[config.mk]
export PLATFORM = sky130hd
export DESIGN_NAME = dds_sweep_sched_flat
export DESIGN_NICKNAME = d
export VERILOG_FILES = /design/src/rtl/dds_sweep_sched_if.sv /design/src/rtl/dds_sweep_sched.sv /design/src/flat_wrapper.sv
export SDC_FILE = /design/constraint.sdc
export NUM_CORES = 1
export LEC_CHECK = 0
export BUFFER_PORTS_ARGS = -buffer_cell sky130_fd_sc_hd__buf_2
export CAP_MARGIN = 20
export CORE_ASPECT_RATIO = 1.5
export CORE_MARGIN = 3
export CORE_UTILIZATION = 40
export DETAILED_ROUTE_END_ITERATION = 8
export HOLD_SLACK_MARGIN = 0.12
export MAX_ROUTING_LAYER = met4
export PLACE_DENSITY = 0.62
export SLEW_MARGIN = 5
export SYNTH_ARGS = -nofsm -noshare
export SYNTH_HDL_FRONTEND = slang
export SYNTH_SLANG_ARGS = --single-unit
[constraint.sdc]
create_clock -name Fg_clk -period 9.25 [get_ports Fg_clk]
set_input_delay 0.4625 -clock Fg_clk [delete_from_list [all_inputs] [get_ports Fg_clk]]
set_output_delay 0.4625 -clock Fg_clk [all_outputs]
set_load 0.02 [all_outputs]
[src/rtl/dds_sweep_sched_if.sv]
// dds_sweep_sched_if: control/status bundle between the sweep scheduler,
// the rotary front end, the coefficient table and the oscillator.
interface dds_sweep_sched_if #(
    parameter int AW = 11,
    parameter int DW = 16
);
    logic          SweepEn;
    logic [AW-1:0] Rot_addr;
    logic          Rot_chng;
    logic [AW-1:0] Start_addr;
    logic [AW-1:0] Stop_addr;
    logic [AW-1:0] Step;
    logic [DW-1:0] Dwell;
    logic          Ready;
    logic [AW-1:0] address;
    logic          FreqChng;
    logic          Busy;
    logic          Wrap;

    modport master (
        output SweepEn, Rot_addr, Rot_chng,
        output Start_addr, Stop_addr, Step,
        output Dwell, Ready,
        input  address, FreqChng, Busy, Wrap
    );

    modport slave (
        input  SweepEn, Rot_addr, Rot_chng,
        input  Start_addr, Stop_addr, Step,
        input  Dwell, Ready,
        output address, FreqChng, Busy, Wrap
    );
endinterface

[src/rtl/dds_sweep_sched.sv]
// dds_sweep_sched: owns the coefficient-table address and sequences
// table latency, FreqChng pulse and Ready handshake per change.
module dds_sweep_sched #(
    parameter int AW      = 11,
    parameter int DW      = 16,
    parameter int TBL_LAT = 1
) (
    input  logic              Fg_clk,
    input  logic              Reset,
    dds_sweep_sched_if.slave  bus
);
    typedef enum logic [2:0] {
        IDLE, SET, KICK, WAIT, DWELL
    } state_t;

    localparam logic [DW-1:0] SET_LD = DW'(TBL_LAT - 1);

    state_t        state;
    logic [AW-1:0] addr_q;
    logic          fchg_q;
    logic          busy_q;
    logic          wrap_q;
    logic [DW-1:0] cnt;
    logic          pend;

    logic [AW-1:0] inc;
    logic [AW:0]   nxt;
    logic          wrap_now;

    // Carry bit counts as "past the stop index" so the top of the
    // table never aliases back to a low address.
    always_comb begin
        inc      = (bus.Step == '0) ? AW'(1) : bus.Step;
        nxt      = {1'b0, addr_q} + {1'b0, inc};
        wrap_now = nxt[AW]
                || (nxt[AW-1:0] > bus.Stop_addr)
                || (bus.Start_addr >= bus.Stop_addr);
    end

    always_ff @(posedge Fg_clk or posedge Reset) begin
        if (Reset) begin
            state  <= IDLE;
            addr_q <= '0;
            fchg_q <= 1'b0;
            busy_q <= 1'b0;
            wrap_q <= 1'b0;
            cnt    <= '0;
            pend   <= 1'b0;
        end else begin
            fchg_q <= 1'b0;
            wrap_q <= 1'b0;
            if (bus.Rot_chng && !bus.SweepEn && state != IDLE)
                pend <= 1'b1;
            unique case (state)
                IDLE: begin
                    if (bus.SweepEn) begin
                        addr_q <= bus.Start_addr;
                        cnt    <= SET_LD;
                        busy_q <= 1'b1;
                        state  <= SET;
                    end else if (bus.Rot_chng || pend) begin
                        addr_q <= bus.Rot_addr;
                        pend   <= 1'b0;
                        cnt    <= SET_LD;
                        busy_q <= 1'b1;
                        state  <= SET;
                    end
                end
                SET: begin
                    if (cnt == '0) begin
                        fchg_q <= 1'b1;
                        state  <= KICK;
                    end else begin
                        cnt <= cnt - 1'b1;
                    end
                end
                KICK: begin
                    cnt   <= DW'(1);
                    state <= WAIT;
                end
                // cnt marks the first WAIT cycle, where Ready is ignored
                WAIT: begin
                    if (cnt != '0) begin
                        cnt <= '0;
                    end else if (bus.Ready) begin
                        if (bus.SweepEn) begin
                            cnt   <= bus.Dwell;
                            state <= DWELL;
                        end else begin
                            busy_q <= 1'b0;
                            state  <= IDLE;
                        end
                    end
                end
                DWELL: begin
                    if (!bus.SweepEn) begin
                        busy_q <= 1'b0;
                        state  <= IDLE;
                    end else if (cnt <= DW'(1)) begin
                        if (wrap_now) begin
                            addr_q <= bus.Start_addr;
                            wrap_q <= 1'b1;
                        end else begin
                            addr_q <= nxt[AW-1:0];
                        end
                        cnt   <= SET_LD;
                        state <= SET;
                    end else begin
                        cnt <= cnt - 1'b1;
                    end
                end
                default: state <= IDLE;
            endcase
        end
    end

    assign bus.address  = addr_q;
    assign bus.FreqChng = fchg_q;
    assign bus.Busy     = busy_q;
    assign bus.Wrap     = wrap_q;
endmodule
[src/flat_wrapper.sv]
// flat-port wrapper written by rule: the top's interface ports become plain ports
module dds_sweep_sched_flat 
#(
    parameter int AW      = 11,
    parameter int DW      = 16,
    parameter int TBL_LAT = 1
)
  (Fg_clk, Reset, bus_SweepEn, bus_Rot_addr, bus_Rot_chng, bus_Start_addr, bus_Stop_addr, bus_Step, bus_Dwell, bus_Ready, bus_address, bus_FreqChng, bus_Busy, bus_Wrap);
  dds_sweep_sched_if #(.AW(AW), .DW(DW)) bus_i ();
  input  logic Fg_clk;
  input  logic Reset;
  input wire logic [$bits(bus_i.SweepEn)-1:0] bus_SweepEn;
  input wire logic [$bits(bus_i.Rot_addr)-1:0] bus_Rot_addr;
  input wire logic [$bits(bus_i.Rot_chng)-1:0] bus_Rot_chng;
  input wire logic [$bits(bus_i.Start_addr)-1:0] bus_Start_addr;
  input wire logic [$bits(bus_i.Stop_addr)-1:0] bus_Stop_addr;
  input wire logic [$bits(bus_i.Step)-1:0] bus_Step;
  input wire logic [$bits(bus_i.Dwell)-1:0] bus_Dwell;
  input wire logic [$bits(bus_i.Ready)-1:0] bus_Ready;
  output wire logic [$bits(bus_i.address)-1:0] bus_address;
  output wire logic [$bits(bus_i.FreqChng)-1:0] bus_FreqChng;
  output wire logic [$bits(bus_i.Busy)-1:0] bus_Busy;
  output wire logic [$bits(bus_i.Wrap)-1:0] bus_Wrap;
  assign bus_i.SweepEn = bus_SweepEn;
  assign bus_i.Rot_addr = bus_Rot_addr;
  assign bus_i.Rot_chng = bus_Rot_chng;
  assign bus_i.Start_addr = bus_Start_addr;
  assign bus_i.Stop_addr = bus_Stop_addr;
  assign bus_i.Step = bus_Step;
  assign bus_i.Dwell = bus_Dwell;
  assign bus_i.Ready = bus_Ready;
  assign bus_address = bus_i.address;
  assign bus_FreqChng = bus_i.FreqChng;
  assign bus_Busy = bus_i.Busy;
  assign bus_Wrap = bus_i.Wrap;
  dds_sweep_sched #(.AW(AW), .DW(DW), .TBL_LAT(TBL_LAT)) u_core (.Fg_clk(Fg_clk), .Reset(Reset), .bus(bus_i));
endmodule
==> summary.md, run 1 <==
| Metric | Value |
|---|---|
| Final HPWL DP | between 7000 and 8000 µm |
| Layout Nets | about 540 |
| Peak supply drop | 0.177 mV |
| Yosys top cell area share | 27.4% |
| WHS | approximately 0.26 ns |
| Yosys reg bits | 34 |
| Num rows | 38 |
| Post-synth ARST share | 100% |
| Via-to-Cell Ratio | roughly 5.7 |
| Post-synth net total | ~470 |
| Synthesis warning total | 0 |
| Final hold violation count | 0 |
| Vias in the first global route | ~3100 |
| Detailed Route Iter0 Violations | roughly 110 |
| Leading area contributor after synthesis | dfrtp_1 |
| Die Height | about 110 µm |
| Slew margin rel. | between 40% and 50% |
| Mapped Cells | roughly 370 |
| Worst Skew | 0.00831 ns |
| Drt wl/cell | 16.4 µm |
| Unrepaired setup endpoints after global routing | false |
| FMAX | roughly 210 MHz |
| Register area share after synthesis | a little over a quarter |
| Syn Std Cell Area | slightly above 3000 µm² |
| Startpoint types | input pin |
| Input/output buffers | 78 |
| Post-synth top flop | dfrtp_1 |
| Static leakage | between 1.5 and 2 nW |
| First-pass GRT wire length | 14600 µm |
| Worst EP required | approximately 9.4 ns |
| EDFF count, synth | 0 |
| Area delta synth->final | 17.5% |
| Die area | 8880 µm² |
| Post-synthesis average cell area | between 8 and 9 µm² |
| Hold Buf Count CTS | 0 |
| Fill cell count | roughly 730 |
| Final min period | 4.72 ns |
| Met3 wire length | 389 µm |
| Via count | 3082 |
| Wire length on met2 | 4760 µm |
| CP arrival | approximately 4.9 ns |
| Number of max-cap violations | 0 |
| Max Slew Vio Count | 0 |
| Tcrit/Tclk final | between 50% and 60% |
| Critical path endpoint category | flip-flop |
| Max Root-Sink Buffers | 2 |
| Antenna-violating nets left | 0 |
| CTS tree | done |
| CTS resizes | 0 |
| Largest net degree at the start of global routing | 35 |
| Initial cell density of the core | a little over two fifths |
| Drt first pass iters | 4 |
| Worst Path Max Fanout | 11 |
| CTS H-Tree Depth | 2 |
| CTS clock-pin slew for the worst setup and hold paths | 0.08 ns |
| M1 wire length | about 3400 µm |
| Post-synthesis cell type count | 55 |
| Finish-stage setup viols | 0 |
| Global Route Usage Sum | a little over a fifth |
| Grt ovf | 0 |
| WS Path Type | input pin to flip-flop |
| Core Area | around 7400 µm² |
| Worst Hold Class | input pin to asynchronous set/reset pin |
| Fin Setup TNS | 0 ns |
| Chip Width | slightly below 80 µm |
| Initial antenna violation count | 0 |
| Total Wirelength | roughly 8800 µm |
| Total CTS buffers | 5 |
| Actual slew at the worst max-slew pin | approximately 0.84 ns |
| # diodes | 0 |
| Highest Signal Layer | met4 |
| Number of remaining DRC errors | 0 |
| Placer Congestion | approximately 0.92 |
| Post-CTS setup buffers | 0 |
| Root Buffer | clkbuf_8 |
| Synth area leaders | dfrtp_1 (27%), ha_1 (14%), a21oi_1 (4.8%), o221a_2 (4.4%), o21ai_0 (4.0%) |
| Share of cells above drive strength 1 | ~26% |
| Num ports | 79 |
| Outcome | finished clean |
| Pwr dens | approximately 340 nW/µm² |
| Number of clock sinks | 34 |
| Clock Latency Late Sink | 0.29 ns |
-- critical path, stage by stage --
cell and delay (ns):
buf_2 0.11, nor4_1 0.45, a31o_2 0.24, ha_1 0.18, inv_1 0.06, fa_1 0.40
inv_1 0.07, a21o_1 0.14, a211oi_1 0.13, o21ai_0 0.20, a21oi_1 0.10, xnor2_1 0.21
ha_1 0.30, a21oi_1 0.17, o21ai_0 0.11, o41ai_1 0.33, o311ai_0 0.34, nand3b_1 0.52
o221a_2 0.39
-- power breakdown --
group	leakage, nW	internal [W]	switching (W)	total [W]
Clock	0.0482	0.0000602	0.0000587	0.000119
Combinational	1.25	0.000355	0.000499	0.000854
Sequential	0.424	0.000209	0.0000625	0.000272
Total	1.72	0.000624	0.000621	0.00124
-- cell usage after synthesis, types with 3 or more instances --
library cell,number
ha_1,35
dfrtp_1,34
a21oi_1,30
nor2_1,30
inv_1,25
o21ai_0,25
nand2_1,20
clkbuf_1,15
nor3_1,13
o221a_2,12
nand3_1,9
o22a_1,8
o311ai_0,8
xnor2_1,8
nor4_1,7
a21o_1,6
a211oi_1,5
nand2b_1,5
nand4_1,5
o22ai_1,5
o21a_1,4
or2_2,4
or3_1,4
a22oi_1,3
buf_2,3
mux2i_1,3
o21bai_1,3
o41ai_1,3
-- path summary, 6_finish.rpt --
check,startpoint,slack [ns],depth (start not counted),endpoint
max,bus_Step[6],4.53,19,u_core.bus.address[2]
max reg2reg,u_core.bus.address[0],4.87,16,u_core.bus.address[2]
min reg2reg,u_core.cnt[1],0.52,2,u_core.cnt[1]
min in group Fg_clk,bus_Dwell[8],0.39,3,u_core.cnt[8]
max in group asynchronous,Reset,8.66,3,u_core.cnt[2]
min,Reset,0.26,3,u_core.cnt[4]
-- cells in the final DEF (no fill, tap or decap), types with 3 or more instances in the layout --
cell type | netlist | layout
buf_2 | 3 | 78
ha_1 | 35 | 35
dfrtp_1 | 34 | 34
nor2_1 | 30 | 30
a21oi_1 | 30 | 30
o21ai_0 | 25 | 25
inv_1 | 25 | 25
nand2_1 | 20 | 20
nor3_1 | 13 | 13
o221a_2 | 12 | 12
nand3_1 | 9 | 9
o311ai_0 | 8 | 8
xnor2_1 | 8 | 8
o22a_1 | 8 | 8
nor4_1 | 7 | 7
a21o_1 | 6 | 6
clkbuf_8 | 0 | 6
a211oi_1 | 5 | 5
nand4_1 | 5 | 5
nand2b_1 | 5 | 5
o22ai_1 | 5 | 5
o21a_1 | 4 | 4
or3_1 | 4 | 4
or2_2 | 4 | 4
o41ai_1 | 3 | 3
o21bai_1 | 3 | 3
mux2i_1 | 3 | 3
a22oi_1 | 3 | 3
-- flip-flops by register name, indices dropped and copies added (netlist names) --
| register | cells |
|---|---|
| u_core.bus.Wrap | 1 |
| u_core.state | 3 |
| u_core.bus.address | 11 |
| u_core.bus.FreqChng | 1 |
| u_core.cnt | 16 |
| u_core.pend | 1 |
| u_core.bus.Busy | 1 |
-- per-layer routing --
| layer | track usage [%] | up-vias |
|---|---|---|
| li1 | - | 1531 |
| met1 | 21.8 | 1446 |
| met2 | 39.9 | 89 |
| met3 | 3.00 | 16 |
| met4 | 7.23 | 0 |
| met5 | - | - |
-- layout make-up --
class	count	area, µm²	share of cell area (%)
clock buffer	7	86.3	2.37
clock inverter	1	5.00	0.137
inverter	25	93.8	2.57
multi-input combinational	290	2080	57.0
sequential	34	851	23.3
tap	100	125	3.43
timing repair buffer	80	405	11.1
-- logic make-up after synthesis --
family / count (synthesis) / share of synthesized area [%]
AO/OA/AOI/OAI: 132 / 30.7
AND/OR/NAND/NOR: 110 / 18.1
buffers and inverters: 44 / 5.56
adder cells (fa/ha/maj): 36 / 14.8
flip-flops: 34 / 27.4
XOR/XNOR: 9 / 2.54
multiplexers: 3 / 0.967
-- stage by stage --
step	cells	power, W	utilization (%)	setup WS, ns	instance area (µm²)
finish	537	0.00124	49.5	4.53	3650
global route	537	0.00137	49.5	4.20	3650
CTS	537	0.00125	49.5	4.48	3650
detailed placement	529	0.00113	48.3	4.19	3560
global placement	529	0.00112	48.3	4.32	3560
floorplan	368	0.000911	-	5.17	3100
(Power assumes the default switching activity.)
==> run 2: changes to the inputs <==
--- a/config.mk
+++ b/config.mk
@@ -13,7 +13,7 @@
 export DETAILED_ROUTE_END_ITERATION = 8
 export HOLD_SLACK_MARGIN = 0.12
 export MAX_ROUTING_LAYER = met4
-export PLACE_DENSITY = 0.62
+export PLACE_DENSITY = 0.64
 export SLEW_MARGIN = 5
 export SYNTH_ARGS = -nofsm -noshare
 export SYNTH_HDL_FRONTEND = slang
==> constraint.sdc (replaced) <==
create_clock -name Fg_clk -period 4.3 [get_ports Fg_clk]
set_input_delay 0.215 -clock Fg_clk [delete_from_list [all_inputs] [get_ports Fg_clk]]
set_output_delay 0.215 -clock Fg_clk [all_outputs]
set_load 0.02 [all_outputs]
==> run 2 against run 1 <==
- clock-buffer cell count is 1 lower
- power is 130% higher
- global-route usage is 0.48 points higher
- clock skew is 0.0020 ns higher
- cell count is 2.0% higher
- via count is 2.7% higher
- setup slack worse by 4.2 ns
- highest routed layer unchanged
==> summary.md, run 2 (synthesis results as in run 1) <==
| Metric | Value |
|---|---|
| Design Power | 0.00286 W (+130%) |
| Core Area | 7370 µm² (unchanged) |
| Antenna-violating nets left | 0 (unchanged) |
| Post-CTS setup buffers | 0 (unchanged) |
| Total CTS buffers | 5 (unchanged) |
| Origin of the worst setup path | u_core.bus.address[0] |
| Grt ovf | 0 (unchanged) |
| Commonest non-fill, non-tap cell in the layout | buf_2 |
| Num ports | 79 (unchanged) |
| Tcrit/Tclk final | 92.5% |
| Max Slew Vio Count | 0 (unchanged) |
| Clock Latency Late Sink | 0.30 ns (about the same) |
| Number of clock sinks | 34 (unchanged) |
| Static leakage | 1.79 nW (+4.1%) |
| Worst Path Max Fanout | 11 (unchanged) |
| WHS | 0.141 ns (-0.121 ns) |
| Die Height | 114 µm (unchanged) |
| Hold Path Origin | bus_Dwell[8] |
| Area delta synth->final | 21.6% |
| RR Startpoint | u_core.bus.address[0] |
| Drt first pass iters | 7 (+3) |
| Final Cell Area | 3780 µm² (+3.5%) |
| Share of cells above drive strength 1 | 27.9% (+2.3 points) |
| Max reg flops | 16 (unchanged) |
| Via count | 3165 (+2.7%) |
| CTS clock-pin slew for the worst setup and hold paths | 0.08 ns (about the same) |
| Initial cell density of the core | 42.1% (unchanged) |
| Die area | 8880 µm² (unchanged) |
| Number of remaining DRC errors | 0 (unchanged) |
| Worst path buffer plus inverter count | 3 (unchanged) |
| Placer Congestion | 0.911 (-1.3%) |
| Layout Nets | 549 (+2.2%) |
| Chip Width | 77.9 µm (unchanged) |
| CTS H-Tree Depth | 2 (unchanged) |
| Largest net degree at the start of global routing | 35 (unchanged) |
| # diodes | 0 (unchanged) |
| Critical path's slowest cell | dfrtp_1 |
| Actual slew at the worst max-slew pin | 0.786 ns (-0.0573 ns) |
| Footprint of the multi-input gates | 2100 µm² (+0.72%) |
| Total Wirelength | 8910 µm (+0.99%) |
| Worst Hold Class | input pin to flip-flop |
| Crit-path leading delay family | compound AO/OA/AOI/OAI gates |
| Pwr dens | 756 nW/µm² (+120%) |
| Number of max-cap violations | 0 (unchanged) |
| Input/output buffers | 78 (unchanged) |
| CTS tree | done |
| Worst setup margin | 0.323 ns (-4.21 ns) |
| Final min period | 3.98 ns |
| Global Route Usage Sum | 21.5% (+0.48 points) |
| Vias in the first global route | 3335 (+6.8%) |
| Finish-stage setup viols | 0 (unchanged) |
| Via-to-Cell Ratio | 5.78 (+0.63%) |
| CP arrival | 4.16 ns (-0.74 ns) |
| FMAX | roughly 250 MHz |
| Commonest cells after routing, fill and taps aside | buf_2 (78), ha_1 (35), dfrtp_1 (34), nor2_1 (30), a21oi_1 (30) |
| Critical path endpoint category | flip-flop |
| Top reg by flops | u_core.cnt |
| Final HPWL DP | 7230 µm (+1.8%) |
| FF/Latch Area | 851 µm² (unchanged) |
| Final hold violation count | 0 (unchanged) |
| Critical path, cell by cell | ha_1 -> inv_1 -> fa_1 -> inv_1 -> a21o_1 -> a211oi_1 -> o21ai_0 -> a21oi_1 -> xnor2_1 -> ha_1 -> a21oi_1 -> o21ai_0 -> o41ai_2 -> o311ai_2 -> nand3b_1 -> buf_4 -> o221a_2 |
| Max Root-Sink Buffers | 2 (unchanged) |
| Slew margin rel. | 47.2% (+4.1 points) |
| Startpoint types | flip-flop |
| Root Buffer | clkbuf_8 |
| Fill cell count | 699 (-4.4%) |
| WS Path Type | flip-flop to flip-flop |
| Worst Skew | 0.0103 ns (+0.00197 ns) |
| Worst EP required | 4.48 ns (-4.96 ns) |
| Outcome | finished clean |
| Num rows | 38 (unchanged) |
| Initial antenna violation count | 0 (unchanged) |
| Unrepaired setup endpoints after global routing | false |
| Peak supply drop | 0.364 mV (+110%) |
| First-pass GRT wire length | 15000 µm (+2.7%) |
| Drt wl/cell | 16.3 µm (-1.0%) |
| Setup Slack @ Placement | -0.0263 ns (-4.21 ns) |
| Area post-placement | 3640 µm² (+2.3%) |
| Detailed Route Iter0 Violations | 127 (+21%) |
| Slowest stage delay, CP | 0.41 ns (-0.11 ns) |
[run 2: where the power goes]
part	internal, W	switching, W
registers	0.000450	0.000136
logic	0.000846	0.00111
clock network	0.000186	0.000130
[run 2: per-layer routing]
layer,part of all wire (%),track usage [%]
met5,0,-
met4,2.7,8.87
met3,5.4,3.79
met2,53,40.0
met1,39,22.0
[run 2: repair_timing]
action	CTS	global route
hold endpoints to repair	34	0
endpoints found under the setup margin	0	11
resized for setup	0	3
hold buffers	1	0
[run 2: cell type report]
| class | count | area share [%] |
|---|---|---|
| Clock inverter | 1 | 0.795 |
| Inverter | 25 | 2.49 |
| Clock buffer | 6 | 2.19 |
| Multi-Input combinational cell | 290 | 55.5 |
| Timing Repair Buffer | 92 | 13.2 |
| Tap cell | 100 | 3.31 |
| Sequential cell | 34 | 22.5 |
[run 2: worst reg2reg max path, delay by kind of cell (launching register included)]
family,cells,cell delay (ns)
buffers and inverters,3,0.32
flip-flops,1,0.41
AO/OA/AOI/OAI,9,2.07
XOR/XNOR,1,0.17
adder cells (fa/ha/maj),3,0.70
AND/OR/NAND/NOR,1,0.20
[run 2: metrics by stage]
step	util (%)	instances	setup TNS [ns]
3_3_place_gp	49.4	540	0
5_1_grt	51.2	548	0
2_1_floorplan	-	368	0
4_1_cts	51.0	548	0
3_5_place_dp	49.4	540	-0.133
6_report	51.2	548	0
[run 2: path summary, 6_finish.rpt]
check                                        end  slack (ns)  depth (start not counted)
hold reg to reg                    u_core.cnt[1]        0.53                          2
hold / removal                     u_core.cnt[8]        0.14                          3
max in group asynchronous          u_core.cnt[2]        3.41                          4
min in group asynchronous          u_core.cnt[4]        0.56                          4
setup / recovery           u_core.bus.address[3]        0.32                         17
setup reg to reg           u_core.bus.address[3]        0.32                         17
==> run 3: changes to the inputs <==
==> constraint.sdc (replaced) <==
create_clock -name Fg_clk -period 3.5 [get_ports Fg_clk]
set_input_delay 0.175 -clock Fg_clk [delete_from_list [all_inputs] [get_ports Fg_clk]]
set_output_delay 0.175 -clock Fg_clk [all_outputs]
set_load 0.02 [all_outputs]
==> run 3 against run 2 <==
- the flow now finishes with violations (setup timing)
- register-to-register slack got worse by 0.35 ns
- sequential cell count unchanged
- wire length increased by 2.8%
- clock power about the same
- via count increased by 1.5%
- clock-buffer cell count unchanged
- critical path depth increased by 2
- highest routed layer unchanged
==> summary.md, run 3 (synthesis results as in run 1) <==
| Metric | Value |
|---|---|
| Final hold violation count | 0 (unchanged) |
| Commonest non-fill, non-tap cell in the layout | buf_2 |
| Slew margin rel. | 41.6% (-5.6 points) |
| # diodes | 0 (unchanged) |
| CP arrival | 3.70 ns (-0.46 ns) |
| Root Buffer | clkbuf_8 |
| Fill cell count | 710 (+1.6%) |
| Actual slew at the worst max-slew pin | 0.874 ns (+0.0886 ns) |
| CTS clock-pin slew for the worst setup and hold paths | 0.07 ns (about the same) |
| Area delta synth->final | 33.3% |
| Hold Path Origin | bus_Dwell[3] |
| Core Area | 7370 µm² (unchanged) |
| Die area | 8880 µm² (unchanged) |
| Tcrit/Tclk final | 101% |
| R2R Path End | u_core.bus.address[9] |
| Slowest stage delay, CP | 0.34 ns (-0.07 ns) |
| Worst Skew | 0.00845 ns (-0.00183 ns) |
| Antenna-violating nets left | 0 (unchanged) |
| Drt wl/cell | 15.8 µm (-2.7%) |
| Detailed Route Iter0 Violations | 97 (-24%) |
| Footprint of the multi-input gates | 2220 µm² (+6.0%) |
| Global Route Usage Sum | 22.3% (+0.78 points) |
| Num rows | 38 (unchanged) |
| Worst EP required | 3.68 ns (-0.80 ns) |
| Initial antenna violation count | 0 (unchanged) |
| Num ports | 79 (unchanged) |
| Outcome | complete, but fails checks |
| Die Height | 114 µm (unchanged) |
| Vias in the first global route | 3382 (+1.4%) |
| Chip Width | 77.9 µm (unchanged) |
| Worst setup margin | -0.0237 ns (-0.347 ns) |
| Share of cells above drive strength 1 | 34.9% (+7.0 points) |
| Number of remaining DRC errors | 0 (unchanged) |
| Initial cell density of the core | 42.1% (unchanged) |
| Via-to-Cell Ratio | 5.55 (-3.9%) |
| FF-to-FF path depth | 17 (unchanged) |
| Final HPWL DP | 7490 µm (+3.7%) |
| FF/Latch Area | 852 µm² (+0.15%) |
| Placed cell count | 558 (+3.3%) |
| Worst Path Max Fanout | 3 (-8) |
| FMAX | between 200 and 300 MHz |
| Finish-stage setup viols | 10 (+10) |
| Max reg flops | 16 (unchanged) |
| First-pass GRT wire length | 15500 µm (+2.9%) |
| Max Slew Vio Count | 0 (unchanged) |
| Critical path endpoint category | flip-flop |
| Crit-path leading delay family | compound AO/OA/AOI/OAI gates |
| CTS H-Tree Depth | 2 (unchanged) |
| Startpoint types | input pin |
| Number of clock sinks | 34 (unchanged) |
| Input/output buffers | 78 (unchanged) |
| WS Path Type | input pin to flip-flop |
| Failing checks | setup timing |
| Post-Layout Cell Count | 579 (+5.7%) |
| Final min period | 3.52 ns |
| Design Power | 0.00379 W (+33%) |
| Largest net degree at the start of global routing | 23 (-34%) |
| Hold depth | 3 (unchanged) |
| Worst path buffer plus inverter count | 4 (+1) |
| WHS Endpoint | u_core.cnt[3] |
| Max Root-Sink Buffers | 2 (unchanged) |
| Total Wirelength | 9160 µm (+2.8%) |
| Grt ovf | 0 (unchanged) |
| Flop2flop setup slack | -0.02 ns (-0.35 ns) |
| RR Startpoint | u_core.bus.address[0] |
| Drt first pass iters | 4 (-3) |
| Worst Hold Class | input pin to flip-flop |
| Static leakage | 1.95 nW (+8.7%) |
| Clock Latency Late Sink | 0.29 ns (about the same) |
| Critical path's slowest cell | fa_2 |
| CTS tree | done |
| Placer Congestion | 0.854 (-6.2%) |
| Pwr dens | 917 nW/µm² (+21%) |
| Critical path, cell by cell | buf_8 -> nor4_4 -> a31o_2 -> ha_4 -> inv_2 -> fa_2 -> inv_2 -> a21o_1 -> a211oi_4 -> a21oi_1 -> xor2_1 -> ha_1 -> a21oi_1 -> o21ai_1 -> o41ai_2 -> o311ai_2 -> nand3b_1 -> buf_4 -> o221a_2 |
| Layout Nets | 579 (+5.5%) |
| Commonest cells after routing, fill and taps aside | buf_2 (76), buf_4 (39), ha_1 (34), dfrtp_1 (33), nor2_1 (30) |
| Via count | 3214 (+1.5%) |
| Total CTS buffers | 5 (unchanged) |
| Number of max-cap violations | 0 (unchanged) |
| Peak supply drop | 0.550 mV (+51%) |
| Unrepaired setup endpoints after global routing | true |
| Top reg by flops | u_core.cnt |
| Final core utilization | 56.1% (+4.9 points) |
## run 3: cell count changes in the layout (fill, tap and decap cells not counted), sizes merged
cell         previous run  this run
buf                    91       118
dlygate4sd3             1         4
clkinvlp                0         1
clkinv                  0         1
bufinv                  1         0
## run 3: worst max path at each step
| stage | startpoint | endpoint | slack (ns) | cells past startpoint |
|---|---|---|---|---|
| floorplan | bus_Step[1] | u_core.bus.address[0] | -0.004 | 18 |
| global placement | bus_Step[6] | u_core.bus.address[0] | -0.35 | 20 |
| detailed placement | bus_Step[6] | u_core.bus.address[1] | -0.42 | 20 |
| CTS | u_core.bus.address[0] | u_core.bus.address[9] | -0.03 | 17 |
| global route | bus_Step[6] | u_core.bus.address[9] | -0.24 | 19 |
| finish | bus_Step[6] | u_core.bus.address[9] | -0.02 | 19 |
## run 3: final cells by class
type	count	share of cell area [%]
inverter	25	2.27
clock inverter	2	0.302
timing repair buffer	122	18.1
sequential	34	20.6
clock buffer	6	2.00
multi-input combinational	290	53.7
tap	100	3.02
## run 3: power breakdown
group	total [W]	internal [W]	switching, W
Clock	0.000312	0.000158	0.000154
Combinational	0.00277	0.00129	0.00148
Sequential	0.000716	0.000554	0.000161
## run 3: per-layer routing
metal	global-route usage [%]	wire [µm]	vias to the layer above
met5	-	0	-
met4	6.88	146	0
met3	3.08	391	15
met2	42.6	5100	78
met1	23.3	3520	1502
li1	-	-	1619
## run 3: worst register-to-register path, stage by stage (launching register included)
cell and delay (ns):
dfrtp_2 0.43, ha_4 0.17, inv_2 0.05, fa_2 0.20
inv_2 0.03, a21o_1 0.22, a211oi_4 0.27, o21ai_1 0.09
a21oi_1 0.15, xnor2_1 0.16, ha_1 0.30, a21oi_2 0.17
o21ai_1 0.10, o41ai_2 0.23, o311ai_2 0.19, nand3b_1 0.23
buf_4 0.20, o221a_2 0.24
## run 3: stage by stage
| stage | hold WS [ns] | setup slack, ns | cell area [µm²] | setup TNS, ns |
|---|---|---|---|---|
| 6_report | 0.171 | -0.0237 | 4140 | -0.165 |
| 5_1_grt | 0.177 | -0.244 | 4140 | -2.56 |
| 4_1_cts | 0.163 | -0.0323 | 4070 | -0.209 |
| 3_5_place_dp | 0.392 | -0.418 | 3830 | -4.46 |
| 3_3_place_gp | 0.399 | -0.346 | 3830 | -3.68 |
| 2_1_floorplan | 0.305 | -0.00427 | 3170 | -0.00479 |
## run 3: what timing repair did
action / CTS / global route
setup buffers: 7 / 2
hold endpoints to repair: 24 / 0
hold buffers: 4 / 0
resized for setup: 11 / 8
pin swaps: 6 / 4
endpoints found under the setup margin: 11 / 12
